$ cat config.mk
export PLATFORM = sky130hd
export DESIGN_NAME = ram_port_arbiter
export DESIGN_NICKNAME = d
export VERILOG_FILES = /design/src/rtl/ram_arb_pkg.sv /design/src/rtl/ram_port_arbiter_rr.sv /design/src/rtl/ram_port_arbiter.sv
export SDC_FILE = /design/constraint.sdc
export NUM_CORES = 1
export LEC_CHECK = 0
export BUFFER_PORTS_ARGS = -buffer_cell sky130_fd_sc_hd__buf_4
export CAP_MARGIN = 20
export CORE_AREA = 5 5 88 90
export DETAILED_ROUTE_END_ITERATION = 16
export DIE_AREA = 0 0 93 95
export PLACE_DENSITY = 0.71
export SLEW_MARGIN = 20
export SYNTH_ARGS = -nofsm -noshare
export SYNTH_HDL_FRONTEND = slang
export SYNTH_SLANG_ARGS = --single-unit
$ cat constraint.sdc
create_clock -name clk -period 2.5 [get_ports clk]
set_clock_uncertainty 0.1 [all_clocks]
set_input_delay 0.5 -clock clk [delete_from_list [all_inputs] [get_ports clk]]
set_output_delay 0.5 -clock clk [all_outputs]
set_load 0.01 [all_outputs]
$ cat src/rtl/ram_arb_pkg.sv
// Shared types and default sizing for the RAM port arbiter.
package ram_arb_pkg;

   typedef enum logic {
      IDLE    = 1'b0,
      GRANTED = 1'b1
   } state_t;

   localparam int DEF_NUM_REQ    = 2;
   localparam int DEF_ADDR_WIDTH = 16;
   localparam int DEF_DATA_WIDTH = 32;
   localparam int DEF_BYTE_WIDTH = 8;
   localparam int DEF_MAX_BURST  = 256;

endpackage

$ cat src/rtl/ram_port_arbiter_rr.sv
// Combinational round-robin picker: first active request at or after ptr, wrapping.
module rr_arbiter #(
   parameter int NUM_REQ = 2,
   parameter int IDX_W   = 1
) (
   input  logic [NUM_REQ-1:0] req,
   input  logic [IDX_W-1:0]   ptr,
   output logic [NUM_REQ-1:0] grant,
   output logic [IDX_W-1:0]   grant_idx,
   output logic               any
);

   always_comb begin
      int j;
      grant     = '0;
      grant_idx = '0;
      any       = 1'b0;
      j         = 0;
      for (int i = 0; i < NUM_REQ; i++) begin
         j = int'(ptr) + i;
         if (j >= NUM_REQ) j = j - NUM_REQ;
         if (!any && req[j]) begin
            any       = 1'b1;
            grant[j]  = 1'b1;
            grant_idx = IDX_W'(j);
         end
      end
   end

endmodule

$ cat src/rtl/ram_port_arbiter.sv
// Single-port RAM arbiter: round-robin grant, burst lock until last beat or
// MAX_BURST beats, 1-cycle read response routed to the requester that issued it.
module ram_port_arbiter
   import ram_arb_pkg::*;
#(
   parameter int NUM_REQ     = DEF_NUM_REQ,
   parameter int ADDR_WIDTH  = DEF_ADDR_WIDTH,
   parameter int DATA_WIDTH  = DEF_DATA_WIDTH,
   parameter int BYTE_WIDTH  = DEF_BYTE_WIDTH,
   parameter int BATCH_WIDTH = DATA_WIDTH / BYTE_WIDTH,
   parameter int MAX_BURST   = DEF_MAX_BURST
) (
   input  logic                                  clk,
   input  logic                                  rst_n,
   input  logic [NUM_REQ-1:0]                    req_valid,
   output logic [NUM_REQ-1:0]                    req_ready,
   input  logic [NUM_REQ-1:0][ADDR_WIDTH-1:0]    req_addr,
   input  logic [NUM_REQ-1:0]                    req_write,
   input  logic [NUM_REQ-1:0][DATA_WIDTH-1:0]    req_wdata,
   input  logic [NUM_REQ-1:0][BATCH_WIDTH-1:0]   req_byte_en,
   input  logic [NUM_REQ-1:0]                    req_last,
   output logic [NUM_REQ-1:0]                    rsp_valid,
   output logic [DATA_WIDTH-1:0]                 rsp_data,
   output logic [ADDR_WIDTH-1:0]                 addr,
   output logic [DATA_WIDTH-1:0]                 write,
   output logic                                  write_en,
   output logic [BATCH_WIDTH-1:0]                byte_en,
   input  logic [DATA_WIDTH-1:0]                 data
);

   localparam int IDX_W = (NUM_REQ > 1) ? $clog2(NUM_REQ) : 1;
   localparam int CNT_W = $clog2(MAX_BURST) + 1;

   state_t             state, state_nxt;
   logic [IDX_W-1:0]   owner, owner_nxt;
   logic [IDX_W-1:0]   rr_ptr, rr_nxt;
   logic [CNT_W-1:0]   beat_cnt, cnt_nxt;
   logic               rd_pend;
   logic [IDX_W-1:0]   rsp_idx;
   logic               accept;

   logic [NUM_REQ-1:0] arb_grant;
   logic [IDX_W-1:0]   arb_idx;
   logic               arb_any;

   rr_arbiter #(
      .NUM_REQ (NUM_REQ),
      .IDX_W   (IDX_W)
   ) u_rr (
      .req       (req_valid),
      .ptr       (rr_ptr),
      .grant     (arb_grant),
      .grant_idx (arb_idx),
      .any       (arb_any)
   );

   always_ff @(posedge clk or negedge rst_n) begin
      if (!rst_n) begin
         state    <= IDLE;
         owner    <= '0;
         rr_ptr   <= '0;
         beat_cnt <= '0;
         rd_pend  <= 1'b0;
         rsp_idx  <= '0;
      end else begin
         state    <= state_nxt;
         owner    <= owner_nxt;
         rr_ptr   <= rr_nxt;
         beat_cnt <= cnt_nxt;
         // Response index is captured per beat so a handoff cannot misroute it.
         rd_pend  <= accept && !req_write[owner];
         rsp_idx  <= owner;
      end
   end

   always_comb begin
      state_nxt = state;
      owner_nxt = owner;
      rr_nxt    = rr_ptr;
      cnt_nxt   = beat_cnt;
      req_ready = '0;
      addr      = '0;
      write     = '0;
      write_en  = 1'b0;
      byte_en   = '0;
      accept    = 1'b0;
      case (state)
         IDLE: begin
            if (arb_any) begin
               owner_nxt = arb_idx;
               cnt_nxt   = '0;
               state_nxt = GRANTED;
            end
         end
         GRANTED: begin
            req_ready[owner] = 1'b1;
            addr             = req_addr[owner];
            write            = req_wdata[owner];
            accept           = req_valid[owner];
            if (accept) begin
               cnt_nxt = beat_cnt + 1'b1;
               if (req_write[owner]) begin
                  write_en = 1'b1;
                  byte_en  = req_byte_en[owner];
               end
               if (req_last[owner] || beat_cnt == CNT_W'(MAX_BURST - 1)) begin
                  state_nxt = IDLE;
                  rr_nxt    = (owner == IDX_W'(NUM_REQ - 1)) ? '0 : owner + 1'b1;
               end
            end
         end
      endcase
   end

   always_comb begin
      rsp_valid = '0;
      if (rd_pend) rsp_valid[rsp_idx] = 1'b1;
   end

   assign rsp_data = data;

endmodule

==> impl_metrics.py <==
metrics = {
    "grt": {
        "grt_pass1_vias": 2208,
        "grt.overflow.total": 0,
        "grt.total_usage_pct": 15.9,
        "grt_pass1_wl_um": 11100,
        "antenna_found_initial": 0,
        "grt_max_degree": 52,
    },
    "clock_network": {
        "clock_sinks": 14,
        "cts_hold_buffers": 1,
        "numCtsBuffers": 3,
        "post_cts_buffers": 0,
        "clk_latency_ns": 0.25,
        "cts_resized": 0,
        "clk_pin_slew_worst_paths_ns": 0.06,
        "cts.path.max_buffers": 2,
        "htreeDepth": 1,
        "clockRootBuffer": "clkbuf_8",
        "cts_tree": "yes",
    },
    "synthesis": {
        "synth_cell_types": 34,
        "seq_area_frac_synth_pct": 19.1,
        "syn_avg_cell_area_um2": 7.76,
        "yosys_warnings": 0,
        "dominantRegCellSynth": "dfrtp_1",
        "synth_fp_nets": 382,
        "syn_inst": 236,
        "synth-edff-count": 0,
        "synth-seq-cells": 14,
        "async_flop_share_pct": 100,
        "syn-cell-area_um2": 1830,
    },
    "timing": {
        "finalHoldWorstSlack_ns": 0.374,
        "drv_slew": 0,
        "timing.final.crit_share_pct": 90.5,
        "hold_violations": 0,
        "finalCriticalPeriod_ns": 2.26,
        "fmax_mhz": 442,
        "fin_ws_ns": 0.237,
        "setup_violations": 0,
        "finalSetupTns_ns": 0,
        "tightestPinTransition_ns": 0.849,
        "rsz0062_at_grt": "false",
        "slew_headroom_pct": 43.3,
    },
    "route": {
        "avgRoutedWirePerCell_um": 16.7,
        "antenna_left": 0,
        "route.vias.total": 2153,
        "drt_pass1_iterations": 4,
        "totalWireLength_um": 7570,
        "drc_errors": 0,
        "vias_per_cell": 4.75,
        "drtIter0Drc": 40,
    },
    "critical_path": {
        "worst_setup_path_start_kind": "flip-flop",
        "worst-setup-path-type": "reg -> out",
        "cp.arrival_ns": 1.66,
        "required_ns": 1.90,
        "cp_max_fo": 20,
        "endpoint_kind": "output pin",
    },
    "placed_design": {
        "postPlaceCellArea_um2": 2990,
        "hpwl_um": 6500,
        "place_congestion": 0.777,
        "place_ws_ns": 0.469,
        "numPortBuffers": 168,
    },
    "worst_hold_path": {
        "hold_class": "in -> reg",
    },
    "final_layout": {
        "num_antenna_cells": 0,
        "drive_gt1_share_pct": 50.1,
        "nets": 518,
        "syn_to_final_growth_pct": 66.6,
        "design_area_um2": 3050,
    },
    "die": {
        "dieArea_um2": 8840,
        "coreArea_um2": 6980,
        "fp-row-count": 31,
        "floorplan.initialDensity_pct": 26.2,
        "die_w_um": 93,
        "die_y_um": 95,
        "ios": 233,
    },
    "power": {
        "ir_worst_vdd_mv": 0.461,
        "p_per_area_nw_per_um2": 962,
        "leakage_uw": 0.00171,
    },
    "outcome": {
        "status": "finished clean",
    },
    "run": {
        "maxCapViolCount": 0,
    },
}
cells in the final DEF, fill, tap and decap left out, drive strengths merged:
| master | instances |
|---|---|
| dlygate4sd3 | 1 |
| dfrtp | 14 |
| nand2b | 2 |
| nor4b | 1 |
| or3 | 1 |
| o41ai | 1 |
| and3 | 2 |
| o211ai | 6 |
| nor2 | 56 |
| a21oi | 2 |
| a31oi | 1 |
| a2111oi | 1 |
| or4 | 5 |
| nand3 | 4 |
| inv | 4 |
| buf | 178 |
| mux2 | 2 |
| a32o | 1 |
| mux2i | 55 |
| xnor2 | 1 |
| o21ai | 3 |
| and2 | 3 |
| clkbuf | 4 |
| ha | 2 |
| a21boi | 1 |
| and3b | 1 |
| a211o | 1 |
| nor2b | 2 |
| o2bb2a | 2 |
| nand2 | 14 |
routing by layer:
metal  global-route usage [%]  routed length (µm)  up-vias
met4                     3.66                  72        0
met5                        0                   0        -
li1                         -                   -     1045
met3                     5.02                 685        8
met2                     31.5                4260      111
met1                     16.1                2560      989
metrics by stage:
stage / utilization [%] / power, µW / cells
final: 43.7 / 2930 / 453
after global routing: 43.7 / 3180 / 453
after CTS: 43.7 / 2980 / 453
after detailed placement: 42.8 / 2740 / 448
after global placement: 42.8 / 2710 / 448
after floorplan: - / 1750 / 236
cells in the mapped netlist, drive strengths merged (2+ instances only):
| cell type | number | share of area (%) |
|---|---|---|
| nand2b | 2 | 0.68 |
| nand3 | 4 | 1.1 |
| a21oi | 2 | 0.55 |
| mux2 | 2 | 1.2 |
| buf | 41 | 16 |
| clkbuf | 7 | 1.4 |
| dfrtp | 14 | 19 |
| inv | 4 | 0.82 |
| ha | 2 | 1.4 |
| nor2b | 2 | 0.68 |
| nor2 | 56 | 11 |
| or4 | 5 | 2.1 |
| o211ai | 6 | 2.7 |
| and2 | 3 | 1.0 |
| nand2 | 14 | 2.9 |
| and3 | 2 | 0.68 |
| o21ai | 3 | 0.82 |
| o2bb2a | 2 | 1.1 |
| mux2i | 55 | 30 |
critical path, cell delays in order (launching register included):
cell     delay (ns)
dfrtp_4        0.57
buf_12         0.22
buf_12         0.17
mux2i_1        0.20
nor2_1         0.06
buf_4          0.18
area by class of cell:
class / instances / area, µm²
inverters: 4 / 15.0
repair buffers: 179 / 1370
fillers: 712 / 3930
well taps: 82 / 103
multi-input cells: 170 / 1150
clock buffers: 4 / 55.1
flip-flops and latches: 14 / 354
final timing paths:
check                      cells after the start                      end  slack, ns                    start
min in group asynchronous                      2  beat_cnt[0]$_DFFE_PN0P_       0.53                    rst_n
max                                            5                  addr[5]       0.24        owner$_DFFE_PN0P_
min                                            2        rd_pend$_DFF_PN0_       0.37             req_write[1]
max in group asynchronous                      2        owner$_DFFE_PN0P_       1.57                    rst_n
min reg2reg                                    1  beat_cnt[8]$_DFFE_PN0P_       0.39  beat_cnt[8]$_DFFE_PN0P_
max reg2reg                                    7          state$_DFF_PN0_       0.62  beat_cnt[0]$_DFFE_PN0P_
power by group:
group | switching, µW | total, µW | internal (µW) | leakage, µW
sequential | 138 | 477 | 339 | 0.000165
combinational | 1060 | 2230 | 1170 | 0.00152
clock | 85.9 | 226 | 140 | 0.0000288
total | 1290 | 2930 | 1650 | 0.00171
registers in the layout, summed over array words and instances, names as in the netlist:
name	cells
beat_cnt	9
owner	1
rsp_idx	1
rd_pend	1
state	1
rr_ptr	1
kinds of logic after synthesis:
kind of cell / count (synthesis) / share of synthesized area [%]
xor+xnor: 1 / 0.479
compound gates: 19 / 7.93
buf+inv: 52 / 17.9
simple gates: 91 / 21.9
flops: 14 / 19.1
mux: 57 / 31.3
fa+ha+maj: 2 / 1.37
Power figures use the tool's default switching activity.
